File: src/rtl/clock_route_control_in_if.sv
// Handshake bundle between local control logic and the clock-route requester.
// master drives requests and the returned ack; slave is the requester block.
interface clock_route_control_in_if;
  logic req_enable;
  logic req_override;
  logic clear_error;
  logic async_enable0_ack;
  logic async_enable;
  logic async_override;
  logic route_enabled;
  logic busy;
  logic error;

  modport master (
    output req_enable, req_override, clear_error, async_enable0_ack,
    input  async_enable, async_override, route_enabled, busy, error
  );

  modport slave (
    input  req_enable, req_override, clear_error, async_enable0_ack,
    output async_enable, async_override, route_enabled, busy, error
  );
endinterface

File: src/rtl/clock_route_control_in.sv
// Requester side of the clock-route enable handshake: four-phase enable/disable
// with a synchronized ack. Macro CLOCK_ROUTE_CONTROL_IN_TIMEOUT_EN adds the timeout/FAULT path.
module clock_route_control_in #(
  parameter int SYNC_STAGES    = 2,
  parameter int TIMEOUT_W      = 10,
  parameter int TIMEOUT_CYCLES = 1000
) (
  input logic               clock,
  input logic               reset,
  clock_route_control_in_if.slave bus
);

  typedef enum logic [2:0] {
    ST_IDLE,
    ST_ENABLING,
    ST_ON,
    ST_DISABLING
`ifdef CLOCK_ROUTE_CONTROL_IN_TIMEOUT_EN
    , ST_FAULT
`endif
  } state_t;

  localparam logic [TIMEOUT_W-1:0] TIMER_LAST = TIMEOUT_W'(TIMEOUT_CYCLES - 1);

  state_t state_q, state_d;
  logic   override_q, override_d;
  logic   enable_q, route_q, busy_q, error_q;
  logic   sync_q [SYNC_STAGES];
  logic   ack_s;

  // Ack synchronizer chain; first stage is the only one touching the async input.
  always_ff @(posedge clock) begin
    if (reset) sync_q[0] <= 1'b0;
    else       sync_q[0] <= bus.async_enable0_ack;
  end

  for (genvar gi = 1; gi < SYNC_STAGES; gi++) begin : g_sync
    always_ff @(posedge clock) begin
      if (reset) sync_q[gi] <= 1'b0;
      else       sync_q[gi] <= sync_q[gi-1];
    end
  end

  assign ack_s = sync_q[SYNC_STAGES-1];

`ifdef CLOCK_ROUTE_CONTROL_IN_TIMEOUT_EN
  logic [TIMEOUT_W-1:0] timer_q, timer_d;
  logic                 timeout;

  assign timeout = (timer_q == TIMER_LAST);
`else
  logic unused_cfg;
  assign unused_cfg = ^{bus.clear_error, TIMER_LAST};
`endif

  always_comb begin
    state_d    = state_q;
    override_d = override_q;
    case (state_q)
      ST_IDLE: begin
        override_d = bus.req_override;
        if (bus.req_enable) state_d = ST_ENABLING;
      end
      ST_ENABLING: begin
        // Ack wins over a coinciding timeout; req_enable only matters here at exit.
        if (ack_s) state_d = bus.req_enable ? ST_ON : ST_DISABLING;
`ifdef CLOCK_ROUTE_CONTROL_IN_TIMEOUT_EN
        else if (timeout) state_d = ST_FAULT;
`endif
      end
      ST_ON: begin
        if (!bus.req_enable) state_d = ST_DISABLING;
      end
      ST_DISABLING: begin
        if (!ack_s) state_d = ST_IDLE;
`ifdef CLOCK_ROUTE_CONTROL_IN_TIMEOUT_EN
        else if (timeout) state_d = ST_FAULT;
`endif
      end
`ifdef CLOCK_ROUTE_CONTROL_IN_TIMEOUT_EN
      ST_FAULT: begin
        if (bus.clear_error && !ack_s) state_d = ST_IDLE;
      end
`endif
      default: state_d = ST_IDLE;
    endcase
  end

`ifdef CLOCK_ROUTE_CONTROL_IN_TIMEOUT_EN
  always_comb begin
    timer_d = timer_q;
    if (state_d != state_q) begin
      timer_d = '0;
    end else if ((state_q == ST_ENABLING || state_q == ST_DISABLING) && (timer_q != '1)) begin
      timer_d = timer_q + 1'b1;
    end
  end

  always_ff @(posedge clock) begin
    if (reset) timer_q <= '0;
    else       timer_q <= timer_d;
  end
`endif

  // Outputs are registered decodes of the next state, so they change on the same edge as the state.
  always_ff @(posedge clock) begin
    if (reset) begin
      state_q    <= ST_IDLE;
      override_q <= 1'b0;
      enable_q   <= 1'b0;
      route_q    <= 1'b0;
      busy_q     <= 1'b0;
      error_q    <= 1'b0;
    end else begin
      state_q    <= state_d;
      override_q <= override_d;
      enable_q   <= (state_d == ST_ENABLING) || (state_d == ST_ON);
      route_q    <= (state_d == ST_ON);
      busy_q     <= (state_d == ST_ENABLING) || (state_d == ST_DISABLING);
`ifdef CLOCK_ROUTE_CONTROL_IN_TIMEOUT_EN
      error_q    <= (state_d == ST_FAULT);
`else
      error_q    <= 1'b0;
`endif
    end
  end

  assign bus.async_enable   = enable_q;
  assign bus.async_override = override_q;
  assign bus.route_enabled  = route_q;
  assign bus.busy           = busy_q;
  assign bus.error          = error_q;

endmodule
File: src/flat_wrapper.sv
// flat-port wrapper written by rule: the top's interface ports become plain ports
module clock_route_control_in_flat 
#(
  parameter int SYNC_STAGES    = 2,
  parameter int TIMEOUT_W      = 10,
  parameter int TIMEOUT_CYCLES = 1000
)
  (clock, reset, bus_req_enable, bus_req_override, bus_clear_error, bus_async_enable0_ack, bus_async_enable, bus_async_override, bus_route_enabled, bus_busy, bus_error);
  clock_route_control_in_if bus_i ();
  input logic clock;
  input logic reset;
  input wire logic [$bits(bus_i.req_enable)-1:0] bus_req_enable;
  input wire logic [$bits(bus_i.req_override)-1:0] bus_req_override;
  input wire logic [$bits(bus_i.clear_error)-1:0] bus_clear_error;
  input wire logic [$bits(bus_i.async_enable0_ack)-1:0] bus_async_enable0_ack;
  output wire logic [$bits(bus_i.async_enable)-1:0] bus_async_enable;
  output wire logic [$bits(bus_i.async_override)-1:0] bus_async_override;
  output wire logic [$bits(bus_i.route_enabled)-1:0] bus_route_enabled;
  output wire logic [$bits(bus_i.busy)-1:0] bus_busy;
  output wire logic [$bits(bus_i.error)-1:0] bus_error;
  assign bus_i.req_enable = bus_req_enable;
  assign bus_i.req_override = bus_req_override;
  assign bus_i.clear_error = bus_clear_error;
  assign bus_i.async_enable0_ack = bus_async_enable0_ack;
  assign bus_async_enable = bus_i.async_enable;
  assign bus_async_override = bus_i.async_override;
  assign bus_route_enabled = bus_i.route_enabled;
  assign bus_busy = bus_i.busy;
  assign bus_error = bus_i.error;
  clock_route_control_in #(.SYNC_STAGES(SYNC_STAGES), .TIMEOUT_W(TIMEOUT_W), .TIMEOUT_CYCLES(TIMEOUT_CYCLES)) u_core (.clock(clock), .reset(reset), .bus(bus_i));
endmodule
File: config.mk
export PLATFORM = sky130hd
export DESIGN_NAME = clock_route_control_in_flat
export DESIGN_NICKNAME = d
export VERILOG_FILES = /design/src/rtl/clock_route_control_in_if.sv /design/src/rtl/clock_route_control_in.sv /design/src/flat_wrapper.sv
export SDC_FILE = /design/constraint.sdc
export NUM_CORES = 1
export LEC_CHECK = 0
export BUFFER_PORTS_ARGS = -buffer_cell sky130_fd_sc_hd__buf_2
export CAP_MARGIN = 40
export CORE_MARGIN = 3
export CORE_UTILIZATION = 24
export CTS_BUF_LIST = sky130_fd_sc_hd__clkbuf_16
export CTS_CLUSTER_DIAMETER = 30
export DETAILED_ROUTE_END_ITERATION = 6
export GPL_TIMING_DRIVEN = 0
export HOLD_SLACK_MARGIN = 0.12
export PLACE_DENSITY_LB_ADDON = 0.1
export SYNTH_ARGS = -nofsm -noshare
export SYNTH_HDL_FRONTEND = slang
export SYNTH_SLANG_ARGS = --single-unit
File: constraint.sdc
create_clock -name clock -period 1 [get_ports clock]
set_input_delay 0.3 -clock clock [delete_from_list [all_inputs] [get_ports clock]]
set_output_delay 0.3 -clock clock [all_outputs]
set_load 0.02 [all_outputs]
== Word-level counts from Yosys, hierarchy flattened ==
Memories as Yosys holds them, arrays and structs flattened.
Index checks and enable logic that the tools add are counted.

* Input port bits: 6
* Register bits after elaboration: 7
* RAM bits: 2
* Memories: 1

* Reductions and logical operators: 3
* Muxes and demuxes: 11
* Bitwise gates (word level): 2
* Equal/unequal tests: 6

{| class="wikitable"
|+ Memory list
! memory !! words !! bits a word !! rd ports !! clocked after Yosys merged registers in !! wr ports !! RTL line !! source
|-
| u_core.sync_q || 2 || 1 || 2 || 0 || 2 || clock_route_control_in.sv:28 || <nowiki>logic sync_q [SYNC_STAGES];</nowiki>
|}

{| class="wikitable"
|+ Operators by type and width
! kind !! count
|-
| $eq A3 B2 Y1 const B || 4
|-
| $mux W3 || 4
|-
| $pmux W3 S4 || 1
|-
| $eq A3 B1 Y1 const B || 2
|-
| $mux W1 || 6
|-
| $logic_not A3 Y1 || 1
|-
| $logic_or A1 B1 Y1 || 2
|-
| $or A1 B1 Y1 || 2
|}

== Logic depth before layout (Yosys ltp) ==
Gate-level depths: netlist (run 1).

* Depth in word-level cells: 5
* Gate-level depth with buffers: 3
* Mapped depth without buffers: 3

== Worst setup path after synthesis (run 1) ==
Ideal clock, no wire load.

* Path type: register -> register
* Start: register u_core.state_q[1]
* End: register u_core.override_q, in the netlist u_core.bus.async_override
* Arrival: 0.782 ns
* Clock period less this slack: 0.897 ns
* Buffers on the path: 0
* Setup time: 0.114 ns
* Stages on the path, launching flop included: 4
* Path slack: 0.103 ns
* Required time: 0.886 ns
* Cell sequence: dfxtp_1 > nor3_1 > mux2i_1 > nor2_1

* Word-level cells in the longest chain between the ends: 1

{| class="wikitable"
|+ Ends and longest elaborated chain
! element !! RTL line !! source
|-
| start, declared || clock_route_control_in.sv:25 || <nowiki>state_t state_q, state_d;</nowiki>
|-
| start signal, assigned || clock_route_control_in.sv:115 || <nowiki>state_q <= state_d;</nowiki>
|-
| $logic_not A3 Y1 || clock_route_control_in.sv:59 || <nowiki>case (state_q)</nowiki>
|-
| end signal, assigned || clock_route_control_in.sv:116 || <nowiki>override_q <= override_d;</nowiki>
|-
| end, declared || clock_route_control_in.sv:26 || <nowiki>logic override_q, override_d;</nowiki>
|}

No other way between the ends.
A chain may end at the register's enable or synchronous reset.

== Worst setup path after layout (run 1) ==
* Start: register u_core.route_q, in the netlist u_core.bus.route_enabled
* End: output port bus_route_enabled

{| class="wikitable"
|+ RTL lines
! element !! RTL line !! source
|-
| start, declared || clock_route_control_in.sv:27 || <nowiki>logic enable_q, route_q, busy_q, error_q;</nowiki>
|-
| start signal, assigned || clock_route_control_in.sv:118 || <nowiki>route_q <= (state_d == ST_ON);</nowiki>
|-
| end, declared || flat_wrapper.sv:18 || <nowiki>output wire logic [$bits(bus_i.route_enabled)-1:0] bus_route_enabled;</nowiki>
|}

No word-level cell between the ends.

==> results of run 1 <==
==> per-layer routing <==
metal / up-vias / routed length (um) / track usage (%)
li1: 129 / - / -
met1: 113 / 240 / 7.928
met2: 9 / 258 / 10.94
met3: 4 / 41 / 4.292
met4: 0 / 34 / 13.04
met5: - / 0 / 0
==> worst reg2reg max path, cell delays in order, from the launching register on <==
cell                      delay (ns)
sky130_fd_sc_hd__dfxtp_1        0.34
sky130_fd_sc_hd__nor3_1         0.24
sky130_fd_sc_hd__mux2i_1        0.21
sky130_fd_sc_hd__nor2_1         0.05
==> power groups by stage <==
stage	logic (mW)	registers (mW)	clock network (mW)
6_report	0.0629	0.386	0.688
5_1_grt	0.0700	0.388	0.718
4_1_cts	0.0616	0.385	0.703
3_5_place_dp	0.0587	0.390	0
3_3_place_gp	0.0578	0.389	0
2_1_floorplan	0.0297	0.397	0
==> cells in the mapped netlist (all sizes together) <==
library cell  number
a21boi             1
a21oi              1
a31oi              1
and3               1
buf                1
conb               1
dfxtp              9
inv                1
mux2i              1
nand2              3
nand2b             2
nor2               2
nor2b              2
nor3               1
o211a              1
o21a               2
o21ai              1
o21bai             1
==> metrics by stage <==
| step | instances | hold slack, ns | area, sq um | util (%) | setup slack (ns) |
|---|---|---|---|---|---|
| after global routing | 59 | 0.2825 | 471.7 | 40.28 | 0.0001052 |
| final | 59 | 0.2610 | 471.7 | 40.28 | 0.02366 |
| after CTS | 59 | 0.2596 | 464.2 | 39.64 | 0.008341 |
| after global placement | 55 | 0.4351 | 377.9 | 32.27 | 0.03241 |
| after detailed placement | 55 | 0.4398 | 377.9 | 32.27 | 0.01152 |
| after floorplan | 33 | 0.3716 | 320.3 | - | 0.1035 |
==> cells in the final DEF (no fill, tap or decap), drive strengths merged <==
cell type / synthesis / layout
a21boi: 1 / 1
a21oi: 1 / 1
a31oi: 1 / 1
and3: 1 / 1
buf: 1 / 9
clkbuf: 0 / 3
conb: 1 / 2
dfxtp: 9 / 9
inv: 1 / 2
mux2i: 1 / 1
nand2: 3 / 3
nand2b: 2 / 2
nor2: 2 / 2
nor2b: 2 / 2
nor3: 1 / 1
o211a: 1 / 1
o21a: 2 / 2
o21ai: 1 / 1
o21bai: 1 / 1
==> path summary, 6_finish.rpt <==
kind	depth (start not counted)	start	slack, ns	end
worst max-delay path	1	u_core.bus.route_enabled	0.02	bus_route_enabled
worst min-delay path	2	reset	0.26	u_core.bus.async_override
worst max register to register	3	u_core.state_q[1]	0.05	u_core.bus.async_override
worst min register to register	1	u_core.sync_q[0]	0.44	u_core.sync_q[1]
==> cell families after synthesis <==
logic type | share of synthesized area, %
other | 1.185
flip-flops | 56.92
AO/OA/AOI/OAI | 17.79
AND/OR/NAND/NOR | 17.39
buffers and inverters | 3.557
multiplexers | 3.162
==> state kept, by name, indices dropped and copies added (netlist names) <==
name                       flops
u_core.bus.async_enable        1
u_core.state_q                 3
u_core.bus.async_override      1
u_core.sync_q                  2
u_core.bus.route_enabled       1
u_core.bus.busy                1
==> area by class of cell <==
| cell class | instances | area, sq um | share of cell area (%) |
|---|---|---|---|
| flip-flops and latches | 9 | 182.7 | 38.73 |
| inverters | 1 | 3.754 | 0.7958 |
| repair buffers | 8 | 46.29 | 9.814 |
| clock inverters | 1 | 3.754 | 0.7958 |
| plain buffers | 1 | 7.507 | 1.592 |
| multi-input cells | 22 | 135.1 | 28.65 |
| well taps | 14 | 17.52 | 3.714 |
| clock buffers | 3 | 75.07 | 15.92 |
==> what timing repair did <==
| item | in CTS | in global routing |
|---|---|---|
| setup buffers | 0 | 0 |
| resized for setup | 3 | 2 |
| setup endpoints to repair | 1 | 3 |
==> results_dict.tcl, run 1 <==
set metrics [dict create \
    switching_share_pct 18.31 \
    route.detailed.drc 0 \
    setup.worst_path.end_class "output port" \
    route.final.wire_length_um 574 \
    drv_slew 0 \
    post_route_cells_drive_above_1_share_pct 33.33 \
    drt-pass1-iter-count 4 \
    cp_slowest_cell "sky130_fd_sc_hd__dfxtp_1" \
    p_clk_share_pct 60.5 \
    post-synth-top-area-fraction_pct 56.92 \
    route.antenna.remaining_nets 0 \
    fp.dieArea_sq_um 1791 \
    die_height_um 42.32 \
    fmaxAchievable_mhz 1024 \
    std_cell_rows 12 \
    biggest_cell_delay_along_the_critical_path_ns 0.29 \
    cp.arrival_ns 0.68 \
    filler_cell_count 116 \
    path_cells "buf_2" \
    first_pass_grt_wire_length_um 986 \
    clock_tree.buffer_depth 2 \
    io_buffers 8 \
    vias_per_cell 4.322 \
    cts_tree "done" \
    avgRoutedWirePerCell_um 9.729 \
    min_period_over_period_pct 97.63 \
    synth.area.top_cells "sky130_fd_sc_hd__dfxtp_1 (57%), sky130_fd_sc_hd__o21a_1 (4.7%), sky130_fd_sc_hd__nand2b_1 (4.0%)" \
    synth.ff_latch_count 9 \
    gpl.final_weighted_congestion 0.6617 \
    global_route_congestion_overflow_total 0 \
    cts.root.buffer_cell "sky130_fd_sc_hd__clkbuf_16" \
    grt_max_degree 9 \
    period_needed_ns 0.9763 \
    final_hold_viol_count 0 \
    power_per_standard_cell_area_nw_per_um2 2410 \
    cts.hold.buffers_added 0 \
    cp_data_required_time_ns 0.70 \
    total_negative_setup_slacks_ns 0 \
    synth.yosys.seq_area_share_pct 56.92 \
    cts-htree-levels 1 \
    tritoncts_num_sinks 9 \
    cp_max_fo 1 \
    leakage_power_of_the_design_nw 0.2269 \
    ir_drop_worst_vdd_mv 1.534 \
    grt_setup_unrepaired "no" \
    path_buf_inv 1 \
    numCtsBuffers 3 \
    run_status "complete, no violations" \
    p_seq_share_pct 34.0 \
    grt_util_all_layers_pct 8.566 \
    critical_path.startpoint_type "flip-flop" \
    yosys_warnings 0 \
    power_mw 1.137 \
    syn-cell-area_sq_um 316.6 \
    switching_pwr_uw 208.1 \
    relative_area_change_from_synthesis_to_final_layout_pct 49.01 \
    horizontal_extent_of_the_die_um 42.32 \
    drv.max_cap_violation_count 0 \
    grt_antenna_before_repair 0 \
    detail_route.iter0.violations 3 \
    netlist_instances 32 \
    num_io_pins 11 \
    p_int_uw 928.6 \
    library_cells_used_by_synthesis 18 \
    timing.setup.critical_path_class "reg2out" \
    min-delay-path-class "in2reg" \
    clkTransAtPathRegs_ns 0.04 \
    setup_viol 0 \
    fin_nets 52 \
    number_of_global_route_vias_before_repair 234 \
    post_syn_area_per_cell_sq_um 9.892 \
    synth_top_cell_by_area "sky130_fd_sc_hd__dfxtp_1" \
    via_count 255 \
    initial_core_util_pct 27.03 \
    cell_family_contributing_the_most_delay_on_the_critical_path "flip-flops" \
    power.share.combinational_pct 5.5 \
    insertedDiodeCount 0 \
    clk-insertion-delay-late_ns 0.23 \
    floorplan.core_area_sq_um 1171 \
    final.setup_skew_ns 0.0005213 \
]
No activity file was read; power rests on OpenSTA's default activity.
==> run 2, diff against run 1 <==
--- a/config.mk
+++ b/config.mk
@@ -5,6 +5,7 @@
 export SDC_FILE = /design/constraint.sdc
 export NUM_CORES = 1
 export LEC_CHECK = 0
+export ABC_AREA = 1
 export BUFFER_PORTS_ARGS = -buffer_cell sky130_fd_sc_hd__buf_2
 export CAP_MARGIN = 40
 export CORE_MARGIN = 3
==> constraint.sdc (replaced) <==
create_clock -name clock -period 0.9 [get_ports clock]
set_input_delay 0.27 -clock clock [delete_from_list [all_inputs] [get_ports clock]]
set_output_delay 0.27 -clock clock [all_outputs]
set_load 0.02 [all_outputs]
==> run 2 against run 1 <==
  * The flow now finishes with violations (setup timing)
  * Wire length rose by 22%
  * Clock skew rose by 0.0016 ns
  * Power rose by 16%
  * Die area rose by 11%
  * Largest cell class unchanged
==> results_dict.tcl, run 2 <==
set metrics [dict create \
    grt_setup_unrepaired "yes" \
    vias_per_cell 4.083 \
    final.setup_skew_ns 0.002108 \
    first_pass_grt_wire_length_um 1048 \
    drv.max_cap_violation_count 0 \
    biggest_cell_delay_along_the_critical_path_ns 0.31 \
    die_height_um 44.55 \
    cp_max_fo 2 \
    postLayoutCellArea_sq_um 579.3 \
    synth_enable_flop_cells 0 \
    initial_core_util_pct 26.41 \
    horizontal_extent_of_the_die_um 44.55 \
    std_cell_rows 13 \
    synth_simple_gate_area_share_pct 30.88 \
    async_reset_ff_share_pct 0 \
    synth.ff_latch_count 9 \
    cell_count_post_placement 68 \
    path_cells "buf_6" \
    synthAdderAreaFrac_pct 0 \
    hold_path_depth 2 \
    switching_pwr_uw 271.0 \
    synth_compound_gate_area_share_pct 2.807 \
    gpl.final_weighted_congestion 0.6888 \
    grt_util_all_layers_pct 8.113 \
    route.antenna.remaining_nets 0 \
    library_cells_used_by_synthesis 15 \
    reg_top3 "u_core.state_q (3), u_core.sync_q (2)" \
    grt_max_degree 6 \
    mostFrequentLayoutCells "sky130_fd_sc_hd__inv_1 (11), sky130_fd_sc_hd__dfxtp_2 (5)" \
    insertedDiodeCount 0 \
    via_count 294 \
    io_buffers 8 \
    netlist_instances 44 \
    layout.cells.most_common "sky130_fd_sc_hd__inv_1" \
    setup.reg_to_reg.worst_slack_ns -0.01 \
    stdcell_count 72 \
    post-synth-top-area-fraction_pct 50.53 \
    synth_top_cell_by_area "sky130_fd_sc_hd__dfxtp_1" \
    period_needed_ns 0.9402 \
    min_to "u_core.sync_q[1]" \
    route.detailed.drc 0 \
    finalWorstSetupSlack_ns -0.04023 \
    preCtsSetupSlack_ns -0.03969 \
    yosys-top-cells-count "sky130_fd_sc_hd__inv_1 (11), sky130_fd_sc_hd__dfxtp_1 (9), sky130_fd_sc_hd__nand2_1 (6)" \
    run_status "finished, violations left" \
    p_clk_share_pct 58.9 \
    cell_area_after_placement_sq_um 419.2 \
    clkTransAtPathRegs_ns 0.04 \
    top_flip_flop_cell_by_instance_count_after_synthesis "sky130_fd_sc_hd__dfxtp_1" \
    largest_family_of_logic_cells_by_synthesized_area "simple AND/OR/NAND/NOR gates" \
    cts.root.buffer_cell "sky130_fd_sc_hd__clkbuf_16" \
    leakage_power_of_the_design_nw 0.2942 \
    drv_slew 0 \
    number_of_global_route_vias_before_repair 259 \
    path_buf_inv 1 \
    p_seq_share_pct 32.7 \
    cts.hold.buffers_added 0 \
    top_register "u_core.state_q" \
    timing.setup.critical_path_class "reg2out" \
    critical_path.startpoint_type "flip-flop" \
    violations "setup timing" \
    drt-pass1-iter-count 2 \
    post_syn_area_per_cell_sq_um 8.104 \
    grt_antenna_before_repair 0 \
    setup.worst_path.end_class "output port" \
    r2r_start "u_core.state_q[0]" \
    fp.dieArea_sq_um 1984 \
    num_io_pins 11 \
    post_route_cells_drive_above_1_share_pct 59.65 \
    power_mw 1.317 \
    cp_slowest_cell "sky130_fd_sc_hd__dfxtp_2" \
    rr_worst_depth 5 \
    min_period_over_period_pct 104.5 \
    fin_nets 64 \
    final_hpwl_from_detailed_placement_um 459.8 \
    postCtsSetupBuffers 0 \
    synth.yosys.seq_area_share_pct 50.53 \
    setup_viol 5 \
    cell_family_contributing_the_most_delay_on_the_critical_path "flip-flops" \
    global_route_congestion_overflow_total 0 \
    max_ffs_per_register 3 \
    clock_tree.buffer_depth 2 \
    relative_area_change_from_synthesis_to_final_layout_pct 62.46 \
    cts_tree "done" \
    min-delay-path-class "in2reg" \
    detail_route.iter0.violations 3 \
    cp.arrival_ns 0.67 \
    cp_data_required_time_ns 0.63 \
    tritoncts_num_sinks 9 \
    fmaxAchievable_mhz 1064 \
    ir_drop_worst_vdd_mv 0.9857 \
    synth.area.top_cells "sky130_fd_sc_hd__dfxtp_1 (51%), sky130_fd_sc_hd__inv_1 (12%), sky130_fd_sc_hd__nand3_1 (7.0%)" \
    cts-htree-levels 1 \
    route.final.wire_length_um 698 \
    floorplan.core_area_sq_um 1350 \
    r2r_end "u_core.bus.async_enable" \
    clk-insertion-delay-late_ns 0.23 \
    switching_share_pct 20.58 \
    yosys_warnings 0 \
    power.share.combinational_pct 8.5 \
    xor_xnor_share_of_the_synthesized_area_pct 0 \
    avgRoutedWirePerCell_um 9.694 \
    final_hold_viol_count 0 \
    syn-cell-area_sq_um 356.6 \
    yosysMostFrequentCell "sky130_fd_sc_hd__inv_1" \
    min-delay-start "reset" \
    numCtsBuffers 3 \
    p_int_mw 1.046 \
    fin_hold_ws_ns 0.2347 \
    power_per_standard_cell_area_nw_per_um2 2273 \
    synth_mux_area_share_pct 0 \
]
==> run 2: cell count changes in the layout (fill, tap and decap cells not counted), moves of 3 or more <==
cell / previous run / this run
sky130_fd_sc_hd__buf_6: 1 / 4
sky130_fd_sc_hd__dfxtp_1: 7 / 2
sky130_fd_sc_hd__nand3_2: 0 / 4
sky130_fd_sc_hd__dfxtp_2: 2 / 5
sky130_fd_sc_hd__buf_2: 7 / 4
sky130_fd_sc_hd__inv_1: 2 / 11
sky130_fd_sc_hd__nand2_2: 0 / 4
==> run 2: power by group through the flow <==
stage	sequential, mW	clock (mW)	combinational, mW
after floorplan	0.442	0	0.0515
after global placement	0.433	0	0.0873
after detailed placement	0.433	0	0.0868
after CTS	0.429	0.800	0.0985
after global routing	0.432	0.818	0.123
final	0.430	0.775	0.111
==> run 2: metrics by stage <==
step,setup TNS (ns),utilization (%)
final,-0.1316,42.91
after global routing,-0.3808,42.91
after CTS,-0.1453,40.04
after detailed placement,-0.1086,31.05
after global placement,-0.1398,31.05
after floorplan,0,-
==> run 2: final cells by class <==
class	instances	area (sq um)
clock inverters	1	3.754
inverters	12	50.05
repair buffers	8	65.06
fillers	151	770.7
clock buffers	3	75.07
flip-flops and latches	9	193.9
plain buffers	1	7.507
multi-input cells	23	165.2
well taps	15	18.77
==> run 2: cell families (layout without fill, tap and decap cells) <==
kind of cell / Yosys count / after routing
compound gates: 2 / 2
buf+inv: 13 / 25
flops: 9 / 9
other cells: 1 / 2
simple gates: 19 / 19
==> run 2: how the worst max path moves through the flow <==
stage / startpoint / slack (ns) / to / cells after the start
floorplan: u_core.state_q[0] / 0.06 / u_core.bus.async_enable / 5
global placement: u_core.state_q[0] / -0.05 / u_core.bus.busy / 5
global route: u_core.bus.async_override / -0.06 / bus_async_override / 1
detailed placement: u_core.state_q[0] / -0.04 / u_core.bus.busy / 5
CTS: u_core.bus.async_override / -0.05 / bus_async_override / 1
finish: u_core.bus.async_override / -0.04 / bus_async_override / 1
==> run 2: what timing repair did <==
action                     4_1_cts  5_1_grt
setup endpoints to repair        7        9
gates resized for setup         18       12
cloned                           0        0
pin swaps                        2        5
==> run 2: per-layer routing <==
layer	track usage (%)	part of all wire [%]	up-vias
met1	9.709	42	125
met2	9.742	46	12
met5	0	0	-
li1	-	-	153
met3	3.659	8.5	4
met4	9.036	3.3	0
==> run 3, diff against run 2 <==
--- a/config.mk
+++ b/config.mk
@@ -7,11 +7,10 @@
 export LEC_CHECK = 0
 export ABC_AREA = 1
 export BUFFER_PORTS_ARGS = -buffer_cell sky130_fd_sc_hd__buf_2
-export CAP_MARGIN = 40
+export CAP_MARGIN = 10
 export CORE_MARGIN = 3
 export CORE_UTILIZATION = 24
 export CTS_BUF_LIST = sky130_fd_sc_hd__clkbuf_16
-export CTS_CLUSTER_DIAMETER = 30
 export DETAILED_ROUTE_END_ITERATION = 6
 export GPL_TIMING_DRIVEN = 0
 export HOLD_SLACK_MARGIN = 0.12
==> constraint.sdc (replaced) <==
create_clock -name clock -period 0.9 [get_ports clock]
set_input_delay 0.27 -clock clock [delete_from_list [all_inputs] [get_ports clock]]
set_output_delay 0.27 -clock clock [all_outputs]
set_load 0.1 [all_outputs]
==> run 3 against run 2 <==
  * The run still ends with setup timing left
  * Setup slack lost 0.077 ns
  * Worst hold slack gained 0.0041 ns
  * Register-to-register slack lost 0.03 ns
  * Critical path depth is the same
  * Design area grew 16%
  * Sequential power grew 1%
  * Non-clock buffer count grew 1
  * Cell count grew 1.4%
  * Global-route usage grew 0.67 points
  * Flip-flop and latch count is the same
  * Die area is the same
  * Critical endpoint unchanged
  * Highest routed layer unchanged
==> results_dict.tcl, run 3 (same netlist as run 2, synthesis figures left out) <==
set metrics [dict create \
    run_status "finished, violations left" \
    violations "setup timing" \
    drv.max_cap_violation_count 0 \
    path_cells "buf_12" \
    finalWorstSetupSlack_ns -0.1173 \
    num_io_pins 11 \
    cp_max_fo 2 \
    layout.cells.most_common "sky130_fd_sc_hd__inv_1" \
    post_route_cells_drive_above_1_share_pct 68.97 \
    cell_area_after_placement_sq_um 426.7 \
    route.final.wire_length_um 733 \
    min_period_over_period_pct 113.0 \
    detail_route.iter0.violations 1 \
    seqCellArea_sq_um 196.4 \
    leakage_power_of_the_design_nw 0.3183 \
    cts.root.buffer_cell "sky130_fd_sc_hd__clkbuf_16" \
    setup.worst_path.end_class "output port" \
    io_buffers 8 \
    clk-insertion-delay-late_ns 0.23 \
    grt_antenna_before_repair 0 \
    power_per_standard_cell_area_nw_per_um2 2104 \
    min_to "u_core.bus.async_override" \
    cp_data_required_time_ns 0.63 \
    biggest_cell_delay_along_the_critical_path_ns 0.35 \
    via_count 299 \
    fin_nets 65 \
    floorplan.core_area_sq_um 1350 \
    vias_per_cell 4.096 \
    multiInputGateArea_sq_um 212.7 \
    hold_path_depth 2 \
    final_hold_viol_count 0 \
    first_pass_grt_wire_length_um 1173 \
    fin_hold_ws_ns 0.2388 \
    period_needed_ns 1.017 \
    setup_viol 6 \
    route.antenna.remaining_nets 0 \
    avgRoutedWirePerCell_um 10.04 \
    final_hpwl_from_detailed_placement_um 471.6 \
    cts_tree "done" \
    number_of_global_route_vias_before_repair 280 \
    die_height_um 44.55 \
    clkTransAtPathRegs_ns 0.04 \
    gpl.final_weighted_congestion 0.6316 \
    cts.hold.buffers_added 0 \
    timing.setup.critical_path_class "reg2out" \
    std_cell_rows 13 \
    final.setup_skew_ns 0.0004457 \
    min-delay-start "reset" \
    grt_util_all_layers_pct 8.782 \
    route.detailed.drc 0 \
    mostFrequentLayoutCells "sky130_fd_sc_hd__inv_1 (7), sky130_fd_sc_hd__nand2_4 (5)" \
    postLayoutCellArea_sq_um 671.9 \
    r2r_start "u_core.state_q[0]" \
    tritoncts_num_sinks 9 \
    fp.dieArea_sq_um 1984 \
    grt_max_degree 6 \
    cell_family_contributing_the_most_delay_on_the_critical_path "flip-flops" \
    ir_drop_worst_vdd_mv 1.714 \
    fmaxAchievable_mhz 983.0 \
    insertedDiodeCount 0 \
    drt-pass1-iter-count 2 \
    horizontal_extent_of_the_die_um 44.55 \
    filler_cell_count 130 \
    initial_core_util_pct 26.41 \
    relative_area_change_from_synthesis_to_final_layout_pct 88.42 \
    critical_path.startpoint_type "flip-flop" \
    cts-htree-levels 1 \
    global_route_congestion_overflow_total 0 \
    total_negative_setup_slacks_ns -0.4780 \
    drv_slew 0 \
    max_ffs_per_register 3 \
    grt_setup_unrepaired "yes" \
    setup.reg_to_reg.worst_slack_ns -0.04 \
    cp_slowest_cell "sky130_fd_sc_hd__dfxtp_4" \
    reg_top3 "u_core.state_q (3), u_core.sync_q (2)" \
    path_buf_inv 1 \
    min-delay-path-class "in2reg" \
    cp.arrival_ns 0.75 \
    clock_tree.buffer_depth 2 \
    numCtsBuffers 3 \
    r2r_end "u_core.bus.async_enable" \
    rr_worst_depth 6 \
    top_register "u_core.state_q" \
]
-- run 3: cell count changes in the layout (fill, tap and decap cells not counted), sizes merged --
| cell | delta |
|---|---|
| buf | +1 |
-- run 3: how the worst max path moves through the flow --
stage,from,end,slack [ns],cells after the start
after floorplan,u_core.bus.async_enable,bus_async_enable,0.004,0
after global placement,u_core.bus.async_override,bus_async_override,-0.10,1
after detailed placement,u_core.bus.async_override,bus_async_override,-0.10,1
after CTS,u_core.bus.async_override,bus_async_override,-0.12,1
after global routing,u_core.bus.async_override,bus_async_override,-0.14,1
final,u_core.bus.async_override,bus_async_override,-0.12,1
-- run 3: through the flow --
step / setup WS (ns) / cells / utilization (%) / total power, mW
after floorplan: 0.004218 / 45 / - / 0.5582
after global routing: -0.1399 / 73 / 49.77 / 1.472
after CTS: -0.1225 / 72 / 42.45 / 1.390
after detailed placement: -0.1006 / 68 / 31.60 / 0.5839
after global placement: -0.1016 / 68 / 31.60 / 0.5840
final: -0.1173 / 73 / 49.77 / 1.414
-- run 3: timing repair --
item	in CTS	in global routing
endpoints found under the setup margin	8	8
pin swaps	0	7
resized for setup	21	25
buffers inserted	0	1
-- run 3: per-layer routing --
layer	track usage (%)	up-vias	part of all wire (%)
met5	0	-	0
met4	3.614	0	2.6
met3	7.317	4	11
met2	11.75	14	47
met1	9.976	125	39
li1	-	156	-
-- run 3: layout make-up --
class | instances | area share [%]
multi-input cells | 23 | 31.66
flip-flops and latches | 9 | 29.24
repair buffers | 9 | 16.01
clock buffers | 3 | 11.17
inverters | 12 | 7.449
well taps | 15 | 2.793
plain buffers | 1 | 1.117
clock inverters | 1 | 0.5587
-- run 3: report_power, final --
group          internal, mW  leakage, nW  switching [mW]
Clock                 0.579       0.0423           0.184
Sequential            0.416       0.0778          0.0187
Combinational        0.0748        0.198           0.141
Total                  1.07        0.318           0.343
